File: config.mk
export PLATFORM = sky130hd
export DESIGN_NAME = approx_prod_accumulator_flat
export DESIGN_NICKNAME = d
export VERILOG_FILES = /design/src/rtl/approx_acc_pkg.sv /design/src/rtl/approx_prod_accumulator_if.sv /design/src/rtl/approx_acc_add.sv /design/src/rtl/approx_prod_accumulator.sv /design/src/flat_wrapper.sv
export SDC_FILE = /design/constraint.sdc
export NUM_CORES = 1
export LEC_CHECK = 0
export BUFFER_PORTS_ARGS = -buffer_cell sky130_fd_sc_hd__clkbuf_2
export CORE_MARGIN = 4
export CORE_UTILIZATION = 59
export CTS_CLUSTER_DIAMETER = 80
export DETAILED_ROUTE_END_ITERATION = 8
export PLACE_DENSITY = 0.87
export SLEW_MARGIN = 10
export SYNTH_ARGS = -nofsm -noshare
export SYNTH_HDL_FRONTEND = slang
export SYNTH_SLANG_ARGS = --single-unit
File: constraint.sdc
create_clock -name clk -period 6.92 [get_ports clk]
set_input_delay 0.692 -clock clk [delete_from_list [all_inputs] [get_ports clk]]
set_output_delay 0.692 -clock clk [all_outputs]
set_load 0.03 [all_outputs]
File: src/rtl/approx_acc_pkg.sv
// Shared types and default sizing for the approximate-product accumulator.
package approx_acc_pkg;

    localparam int DEF_PROD_W = 16;
    localparam int DEF_ACC_W  = 24;
    localparam int DEF_LEN    = 8;

    typedef enum logic [1:0] {
        IDLE  = 2'd0,
        ACCUM = 2'd1,
        HOLD  = 2'd2
    } acc_state_e;

endpackage

File: src/rtl/approx_prod_accumulator_if.sv
// Product stream in, result stream out, plus the clear line and the multiplier enable.
// The slave side is the accumulator; the master side is the surrounding logic.
interface approx_prod_accumulator_if
    import approx_acc_pkg::*;
#(
    parameter int PROD_W = DEF_PROD_W,
    parameter int ACC_W  = DEF_ACC_W
);
    logic              clr;
    logic              in_valid;
    logic              in_ready;
    logic [PROD_W-1:0] in_prod;
    logic              mult_en;
    logic              out_valid;
    logic              out_ready;
    logic [ACC_W-1:0]  out_sum;
    logic              out_ovf;

    modport master (
        output clr, in_valid, in_prod, out_ready,
        input  in_ready, mult_en, out_valid, out_sum, out_ovf
    );

    modport slave (
        input  clr, in_valid, in_prod, out_ready,
        output in_ready, mult_en, out_valid, out_sum, out_ovf
    );
endinterface

File: src/rtl/approx_acc_add.sv
// Accumulator adder: acc + zero-extended product with carry out.
// Build option ACC_SATURATE_EN: clamp to all-ones on carry instead of wrapping.
// A clamped sum stays all-ones, since any further non-zero add carries again.
module approx_acc_add
    import approx_acc_pkg::*;
#(
    parameter int PROD_W = DEF_PROD_W,
    parameter int ACC_W  = DEF_ACC_W
) (
    input  logic [ACC_W-1:0]  acc,
    input  logic [PROD_W-1:0] prod,
    output logic [ACC_W-1:0]  sum,
    output logic              carry
);
    logic [ACC_W:0] full;

    // Full-width add, then wrap or saturate the low ACC_W bits.
    always_comb begin
        full  = {1'b0, acc} + {1'b0, ACC_W'(prod)};
        carry = full[ACC_W];
`ifdef ACC_SATURATE_EN
        sum   = carry ? '1 : full[ACC_W-1:0];
`else
        sum   = full[ACC_W-1:0];
`endif
    end
endmodule

File: src/rtl/approx_prod_accumulator.sv
// Sums LEN approximate products into one result and hands it on via valid/ready.
// mult_en mirrors in_ready so the upstream multiplier only toggles when a product
// can be consumed. Optional build macro ACC_SATURATE_EN (see approx_acc_add).
//
//  state | meaning
//  IDLE  | waiting for the first product of a result
//  ACCUM | summing products 2..LEN
//  HOLD  | result presented on out_sum/out_ovf, input stalled
module approx_prod_accumulator
    import approx_acc_pkg::*;
#(
    parameter int PROD_W = DEF_PROD_W,
    parameter int ACC_W  = DEF_ACC_W,
    parameter int LEN    = DEF_LEN
) (
    input logic                       clk,
    input logic                       rst,
    approx_prod_accumulator_if.slave  bus
);
    localparam int CNT_W = $clog2(LEN + 1);

    acc_state_e       state, state_nxt;
    logic [ACC_W-1:0] acc, acc_nxt, add_a, add_sum;
    logic             add_carry;
    logic [CNT_W-1:0] cnt, cnt_nxt, cnt_inc;
    logic             ovf, ovf_nxt;
    logic             ready;
    logic             accept;

    assign ready   = (state != HOLD);
    assign accept  = bus.in_valid & ready;
    assign cnt_inc = cnt + CNT_W'(1);
    // The first product of a result loads rather than adds.
    assign add_a   = (state == IDLE) ? '0 : acc;

    approx_acc_add #(
        .PROD_W (PROD_W),
        .ACC_W  (ACC_W)
    ) u_add (
        .acc   (add_a),
        .prod  (bus.in_prod),
        .sum   (add_sum),
        .carry (add_carry)
    );

    // Next-state and datapath update; clr overrides everything but reset.
    always_comb begin
        state_nxt = state;
        acc_nxt   = acc;
        cnt_nxt   = cnt;
        ovf_nxt   = ovf;
        case (state)
            IDLE: begin
                if (accept) begin
                    acc_nxt   = add_sum;
                    cnt_nxt   = CNT_W'(1);
                    ovf_nxt   = 1'b0;
                    state_nxt = (LEN == 1) ? HOLD : ACCUM;
                end
            end
            ACCUM: begin
                if (accept) begin
                    acc_nxt = add_sum;
                    cnt_nxt = cnt_inc;
                    ovf_nxt = ovf | add_carry;
                    if (cnt_inc == CNT_W'(LEN)) begin
                        state_nxt = HOLD;
                    end
                end
            end
            HOLD: begin
                if (bus.out_ready) begin
                    state_nxt = IDLE;
                    acc_nxt   = '0;
                    cnt_nxt   = '0;
                    ovf_nxt   = 1'b0;
                end
            end
            default: begin
                state_nxt = IDLE;
                acc_nxt   = '0;
                cnt_nxt   = '0;
                ovf_nxt   = 1'b0;
            end
        endcase
        if (bus.clr) begin
            state_nxt = IDLE;
            acc_nxt   = '0;
            cnt_nxt   = '0;
            ovf_nxt   = 1'b0;
        end
    end

    // State and datapath registers with synchronous reset.
    always_ff @(posedge clk) begin
        if (rst) begin
            state <= IDLE;
            acc   <= '0;
            cnt   <= '0;
            ovf   <= 1'b0;
        end else begin
            state <= state_nxt;
            acc   <= acc_nxt;
            cnt   <= cnt_nxt;
            ovf   <= ovf_nxt;
        end
    end

    assign bus.in_ready  = ready;
    assign bus.mult_en   = ready;
    assign bus.out_valid = (state == HOLD);
    assign bus.out_sum   = acc;
    assign bus.out_ovf   = ovf;
endmodule

File: src/flat_wrapper.sv
// flat-port wrapper written by rule: the top's interface ports become plain ports
module approx_prod_accumulator_flat import approx_acc_pkg::*;
#(
    parameter int PROD_W = DEF_PROD_W,
    parameter int ACC_W  = DEF_ACC_W,
    parameter int LEN    = DEF_LEN
)
  (clk, rst, bus_clr, bus_in_valid, bus_in_prod, bus_out_ready, bus_in_ready, bus_mult_en, bus_out_valid, bus_out_sum, bus_out_ovf);
  approx_prod_accumulator_if #(.PROD_W(PROD_W), .ACC_W(ACC_W)) bus_i ();
  input logic clk;
  input logic rst;
  input wire logic [$bits(bus_i.clr)-1:0] bus_clr;
  input wire logic [$bits(bus_i.in_valid)-1:0] bus_in_valid;
  input wire logic [$bits(bus_i.in_prod)-1:0] bus_in_prod;
  input wire logic [$bits(bus_i.out_ready)-1:0] bus_out_ready;
  output wire logic [$bits(bus_i.in_ready)-1:0] bus_in_ready;
  output wire logic [$bits(bus_i.mult_en)-1:0] bus_mult_en;
  output wire logic [$bits(bus_i.out_valid)-1:0] bus_out_valid;
  output wire logic [$bits(bus_i.out_sum)-1:0] bus_out_sum;
  output wire logic [$bits(bus_i.out_ovf)-1:0] bus_out_ovf;
  assign bus_i.clr = bus_clr;
  assign bus_i.in_valid = bus_in_valid;
  assign bus_i.in_prod = bus_in_prod;
  assign bus_i.out_ready = bus_out_ready;
  assign bus_in_ready = bus_i.in_ready;
  assign bus_mult_en = bus_i.mult_en;
  assign bus_out_valid = bus_i.out_valid;
  assign bus_out_sum = bus_i.out_sum;
  assign bus_out_ovf = bus_i.out_ovf;
  approx_prod_accumulator #(.PROD_W(PROD_W), .ACC_W(ACC_W), .LEN(LEN)) u_core (.clk(clk), .rst(rst), .bus(bus_i));
endmodule
## Yosys cells after proc, flatten, opt, wreduce, memory -nomap -nowiden

Index checks and enable logic that the tools add are counted.

| word-level totals | value |
|---|---|
| register bits after elaboration | 31 |
| output and inout bits | 28 |
| word-level logic and storage cells | 40 |

| operators by class | value |
|---|---|
| add/subtract/negate cells | 2 |
| equal/unequal tests | 9 |
| muxes and demuxes | 17 |
| bitwise operators | 2 |
| reductions and logical operators | 6 |

Operator list:

| cell | count |
|---|---|
| $mux W24 | 3 |
| $pmux W24 S2 | 1 |
| $add A24 B16 Y25 | 1 |
| $mux W4 | 3 |
| $pmux W4 S3 | 1 |
| $mux W2 | 4 |
| $ne A2 B1 Y1 const B | 4 |
| $pmux W2 S3 | 1 |
| $add A4 B1 Y4 const B | 1 |
| $eq A4 B4 Y1 const B | 1 |
| $ne A2 B2 Y1 const B | 2 |
| $reduce_and A4 Y1 | 1 |
| $reduce_or A2 Y1 | 2 |
| $mux W1 | 3 |
| $pmux W1 S3 | 1 |
| $reduce_and A3 Y1 | 1 |
| $eq A2 B1 Y1 const B | 1 |
| $eq A2 B2 Y1 const B | 1 |
| $logic_not A2 Y1 | 1 |
| $reduce_and A2 Y1 | 1 |
| $and A1 B1 Y1 | 1 |
| $or A1 B1 Y1 | 1 |

## Depth between registers and ports, before layout

| logic depth | value |
|---|---|
| word-level depth | 6 |
| gate-level depth with buffers | 14 |
| gate-level depth less buffers | 11 |

## Cells and area by module

A second synthesis with hierarchy kept.

| second synthesis, totals | value |
|---|---|
| cells, all modules | 337 |
| area, all modules | 2,612.5 µm² |

By module, submodules not included:

| module | times used | cells an instance | area each (µm²) | seq. area each (µm²) |
|---|---|---|---|---|
| approx_prod_accumulator | 1 | 184 | 1,532.7 | 620.6 |
| approx_acc_add | 1 | 153 | 1,079.8 | 0.0 |

## Worst setup path after synthesis

Ideal clock, no wire load.

| timing path | value |
|---|---|
| kind | register to register |
| start point | register u_core.state[0] |
| end point | register u_core.acc[16] (netlist: u_core.bus.out_sum[16]) |
| library setup time | 0.135 ns |
| arrival | 2.962 ns |
| setup slack | 3.823 ns |
| stages on the path, launching flop included | 15 |
| period minus slack after synthesis | 3.097 ns |
| cell sequence | dfxtp_1 > clkbuf_1 > or2_2 > clkbuf_1 > clkbuf_1 > and2_1 > ha_1 > fa_1 > a211oi_1 > o211ai_1 > a21oi_1 > o21ai_1 > xor2_1 > a21oi_1 > mux2i_1 |

| between the ends | value |
|---|---|
| word-level cells in the longest chain between the ends | 5 |
| elaborated cells on any way between the ends | 13 |

Ends and longest elaborated chain:

| what | line | RTL |
|---|---|---|
| start, declared | approx_prod_accumulator.sv:22 | `acc_state_e state, state_nxt;` |
| start signal, assigned | approx_prod_accumulator.sv:102 | `state <= state_nxt;` |
| $logic_not A2 Y1 | approx_prod_accumulator.sv:34, approx_prod_accumulator.sv:52 |  |
| $mux W24 | approx_prod_accumulator.sv:34 | `assign add_a = (state == IDLE) ? '0 : acc;` |
| $add A24 B16 Y25 | approx_acc_add.sv:19 | `full = {1'b0, acc} + {1'b0, ACC_W'(prod)};` |
| $mux W24 | approx_prod_accumulator.sv:54, approx_prod_accumulator.sv:62 |  |
| $pmux W24 S2 | approx_prod_accumulator.sv:52 | `case (state)` |
| end signal, assigned | approx_prod_accumulator.sv:103 | `acc <= acc_nxt;` |
| end, declared | approx_prod_accumulator.sv:23 | `logic [ACC_W-1:0] acc, acc_nxt, add_a, add_sum;` |

Several ways; a longest one is shown, not always the timed one. The select of a mux whose other input is x is not followed.
A chain may end at the register's enable or synchronous reset.

## Final worst setup path

| timing path | value |
|---|---|
| start point | register u_core.state[1] |
| end point | register u_core.acc[16] (netlist: u_core.bus.out_sum[16]) |

The elaborated chain is that of the path after synthesis.

==> flow_metrics.env <==
export IMPL_tritoncts="done"
export IMPL_die_area_um2=4780
export IMPL_maxSlewHeadroom_pct=39.7
export IMPL_synth_cell_types=51
export IMPL_grt_first_pass_wirelength_mm=9.27
export IMPL_tritoncts_num_sinks=31
export IMPL_syn_nets=319
export IMPL_first_iter_violations=183
export IMPL_finalClockSkew_ps=7.66
export IMPL_cp_arrival_ps=3350
export IMPL_finalCoreUtilization_pct=73.8
export IMPL_post_place_ws_ps=3760
export IMPL_timing_reg2reg_setup_slack_ps=3750
export IMPL_routed_via_density=5.88
export IMPL_grt_max_degree=23
export IMPL_cts_htree_levels=2
export IMPL_highest_net_fanout_along_the_worst_path=22
export IMPL_synth_cells=280
export IMPL_synthTopCellsByArea="sky130_fd_sc_hd__dfxtp_1 28%, sky130_fd_sc_hd__ha_1 9.7%, sky130_fd_sc_hd__nand2_1 5.3%, sky130_fd_sc_hd__a21oi_1 5.0%, sky130_fd_sc_hd__and2_1 4.5%"
export IMPL_grt_antenna_before_repair=0
export IMPL_rows=21
export IMPL_yosysWarningCount=0
export IMPL_worst_setup_path_end_kind="register"
export IMPL_maxClockFrequency_mhz=315
export IMPL_layout_worst_path_cycle_share_pct=45.9
export IMPL_detailroute_via_count=2183
export IMPL_final_net_count=363
export IMPL_fin_tns_setup_ps=0
export IMPL_drtAntennaViolNets=0
export IMPL_fin_crit_ps=3170
export IMPL_critPathLaunchType="register"
export IMPL_synth_edff_count=0
export IMPL_cap_violations=0
export IMPL_grt_use_total_pct=23.0
export IMPL_grt_pass1_vias=2075
export IMPL_setup_violations=0
export IMPL_num_cts_buffers=5
export IMPL_drtPass1Iterations=4
export IMPL_postRouteWirelength_mm=5.24
export IMPL_synth_area_leader="sky130_fd_sc_hd__dfxtp_1"
export IMPL_ctsLongestPathBuffers=2
export IMPL_layout_drive_gt1_share_pct=19.7
export IMPL_worst_hold_path_type="register to register"
export IMPL_die_w_um=69.1
export IMPL_ys_dominant_reg_cell="sky130_fd_sc_hd__dfxtp_1"
export IMPL_cts_root_buffer="sky130_fd_sc_hd__clkbuf_8"
export IMPL_postSynthAreaPerCell_um2=7.87
export IMPL_detail_route_drc_violations=0
export IMPL_post_route_worst_setup_slack_ps=3750
export IMPL_hold_viol=0
export IMPL_overflow=0
export IMPL_regToRegEndpoint="u_core.bus.out_sum[16]"
export IMPL_leakagePower_nw=1.15
export IMPL_post_synth_instance_area_um2=2200
export IMPL_netlist_area_leader_share_pct=28.2
export IMPL_worstRegToRegCells=11
export IMPL_gp_congestion=0.976
export IMPL_worst_skew_late_latency_ps=290
export IMPL_timing_hold_worst_start="u_core.bus.out_sum[11]"
export IMPL_worst_r2r_startpoint="u_core.state[1]"
export IMPL_worst_endpoint_required_ps=7090
export IMPL_pwr_density_cell_nw_per_um2=169
export IMPL_rsz_0062_raised_after_global_routing="no"
export IMPL_antenna_cells_inserted=0
export IMPL_synth_ff_latch_count=31
export IMPL_timing_hold_worst_path_depth=2
export IMPL_worst_slew_pin_transition_ps=901
export IMPL_routedWlPerCell_um=14.1
export IMPL_critPathKind="register to register"
export IMPL_die_h_um=69.1
export IMPL_ys_async_sr_fraction_pct=0
export IMPL_total_power_w=0.000431
export IMPL_result_of_the_run="completed"
export IMPL_vdd_ir_drop_max_v=0.000101
export IMPL_cts_resized_gates=0
export IMPL_initial_core_util_pct=63.5
export IMPL_hold_buffers=0
export IMPL_postCtsSetupRepairBufs=0
export IMPL_final_max_slew_viol_count=0
export IMPL_yosysSeqAreaShare_pct=28.2
export IMPL_io_pin_count=49
export IMPL_cts_reportedPaths_clkPinSlew_ps=70
export IMPL_synth_top_cells_by_count="31 x sky130_fd_sc_hd__dfxtp_1, 31 x sky130_fd_sc_hd__nand2_1, 23 x sky130_fd_sc_hd__nor2_1"
export IMPL_layout_area_overhead_vs_synth_pct=16.1
export IMPL_placeableCoreArea_um2=3470
export IMPL_port_buffer_count=48
export IMPL_hpwlAfterDp_mm=3.90
export IMPL_hold_path_endpoint="u_core.bus.out_sum[11]"
==> worst max-delay path by stage <==
stage / from / to / cells past startpoint
floorplan: u_core.state[0] / u_core.bus.out_sum[16] / 14
global placement: u_core.state[1] / u_core.bus.out_sum[11] / 9
detailed placement: u_core.state[1] / u_core.bus.out_sum[16] / 11
CTS: u_core.state[1] / u_core.bus.out_sum[16] / 11
global route: u_core.state[1] / u_core.bus.out_sum[16] / 11
finish: u_core.state[1] / u_core.bus.out_sum[16] / 11
==> sequential cells by signal (all words and copies together) (netlist names) <==
| register | flops |
|---|---|
| u_core.state | 2 |
| u_core.cnt | 4 |
| u_core.bus.out_sum | 24 |
| u_core.bus.out_ovf | 1 |
==> logic make-up after synthesis <==
kind of cell	Yosys count	synth area share (%)
AND/OR/NAND/NOR	108	24.2
AO/OA/AOI/OAI	92	27.0
flip-flops	31	28.2
adder cells (fa/ha/maj)	18	10.6
XOR/XNOR	16	6.36
buffers and inverters	14	3.24
multiplexers	1	0.454
==> placed cells by master, fill, tap and decap left out, types with 3 or more instances in the layout <==
cell type                  count
sky130_fd_sc_hd__a211oi_1      6
sky130_fd_sc_hd__a21o_1        6
sky130_fd_sc_hd__a21oi_1      22
sky130_fd_sc_hd__a22oi_1       5
sky130_fd_sc_hd__a31oi_1       6
sky130_fd_sc_hd__and2_1       16
sky130_fd_sc_hd__clkbuf_2     48
sky130_fd_sc_hd__clkbuf_8      6
sky130_fd_sc_hd__dfxtp_1      31
sky130_fd_sc_hd__ha_1         17
sky130_fd_sc_hd__inv_1         3
sky130_fd_sc_hd__nand2_1      31
sky130_fd_sc_hd__nand2b_1      4
sky130_fd_sc_hd__nand3_1       9
sky130_fd_sc_hd__nand4_1       4
sky130_fd_sc_hd__nor2_1       23
sky130_fd_sc_hd__nor2b_1       4
sky130_fd_sc_hd__nor3_1        3
sky130_fd_sc_hd__o211ai_1      5
sky130_fd_sc_hd__o21a_1        3
sky130_fd_sc_hd__o21ai_0      20
sky130_fd_sc_hd__o21ai_1       3
sky130_fd_sc_hd__or2_2         3
sky130_fd_sc_hd__xnor2_1       9
sky130_fd_sc_hd__xor2_1        7
==> metrics by stage <==
stage               cells  cell area, µm²  hold slack [ps]
floorplan             280            2200              443
global placement      363            2440              450
detailed placement    363            2440              455
CTS                   371            2560              463
global route          371            2560              508
finish                371            2560              461
==> routing by layer <==
| metal | global-route usage, % | wire length, µm |
|---|---|---|
| met5 | 0 | 0 |
| met4 | 8.89 | 85 |
| met1 | 30.2 | 2390 |
| met3 | 5.23 | 344 |
| met2 | 36.4 | 2420 |
==> final cells by class <==
type | count | area [µm²]
Fill cell | 295 | 910
Clock inverter | 2 | 35.0
Inverter | 3 | 11.3
Tap cell | 46 | 57.6
Clock buffer | 6 | 82.6
Timing Repair Buffer | 48 | 240
Multi-Input combinational cell | 235 | 1510
Sequential cell | 31 | 621
==> power by group <==
group	internal (W)	switching, W	leakage, nW
clock	0.000116	0.0000723	0.0612
combinational	0.0000210	0.0000363	0.837
sequential	0.000182	0.00000314	0.251
==> critical path: stages, from the launching register on <==
cell	delay, ps
sky130_fd_sc_hd__dfxtp_1	430
sky130_fd_sc_hd__or2_2	510
sky130_fd_sc_hd__and2_1	220
sky130_fd_sc_hd__ha_1	210
sky130_fd_sc_hd__fa_1	420
sky130_fd_sc_hd__a211oi_1	270
sky130_fd_sc_hd__o211ai_1	140
sky130_fd_sc_hd__a21oi_1	230
sky130_fd_sc_hd__o21ai_1	190
sky130_fd_sc_hd__xor2_1	180
sky130_fd_sc_hd__a21oi_1	150
sky130_fd_sc_hd__mux2i_1	90
(Power assumes the default switching activity.)
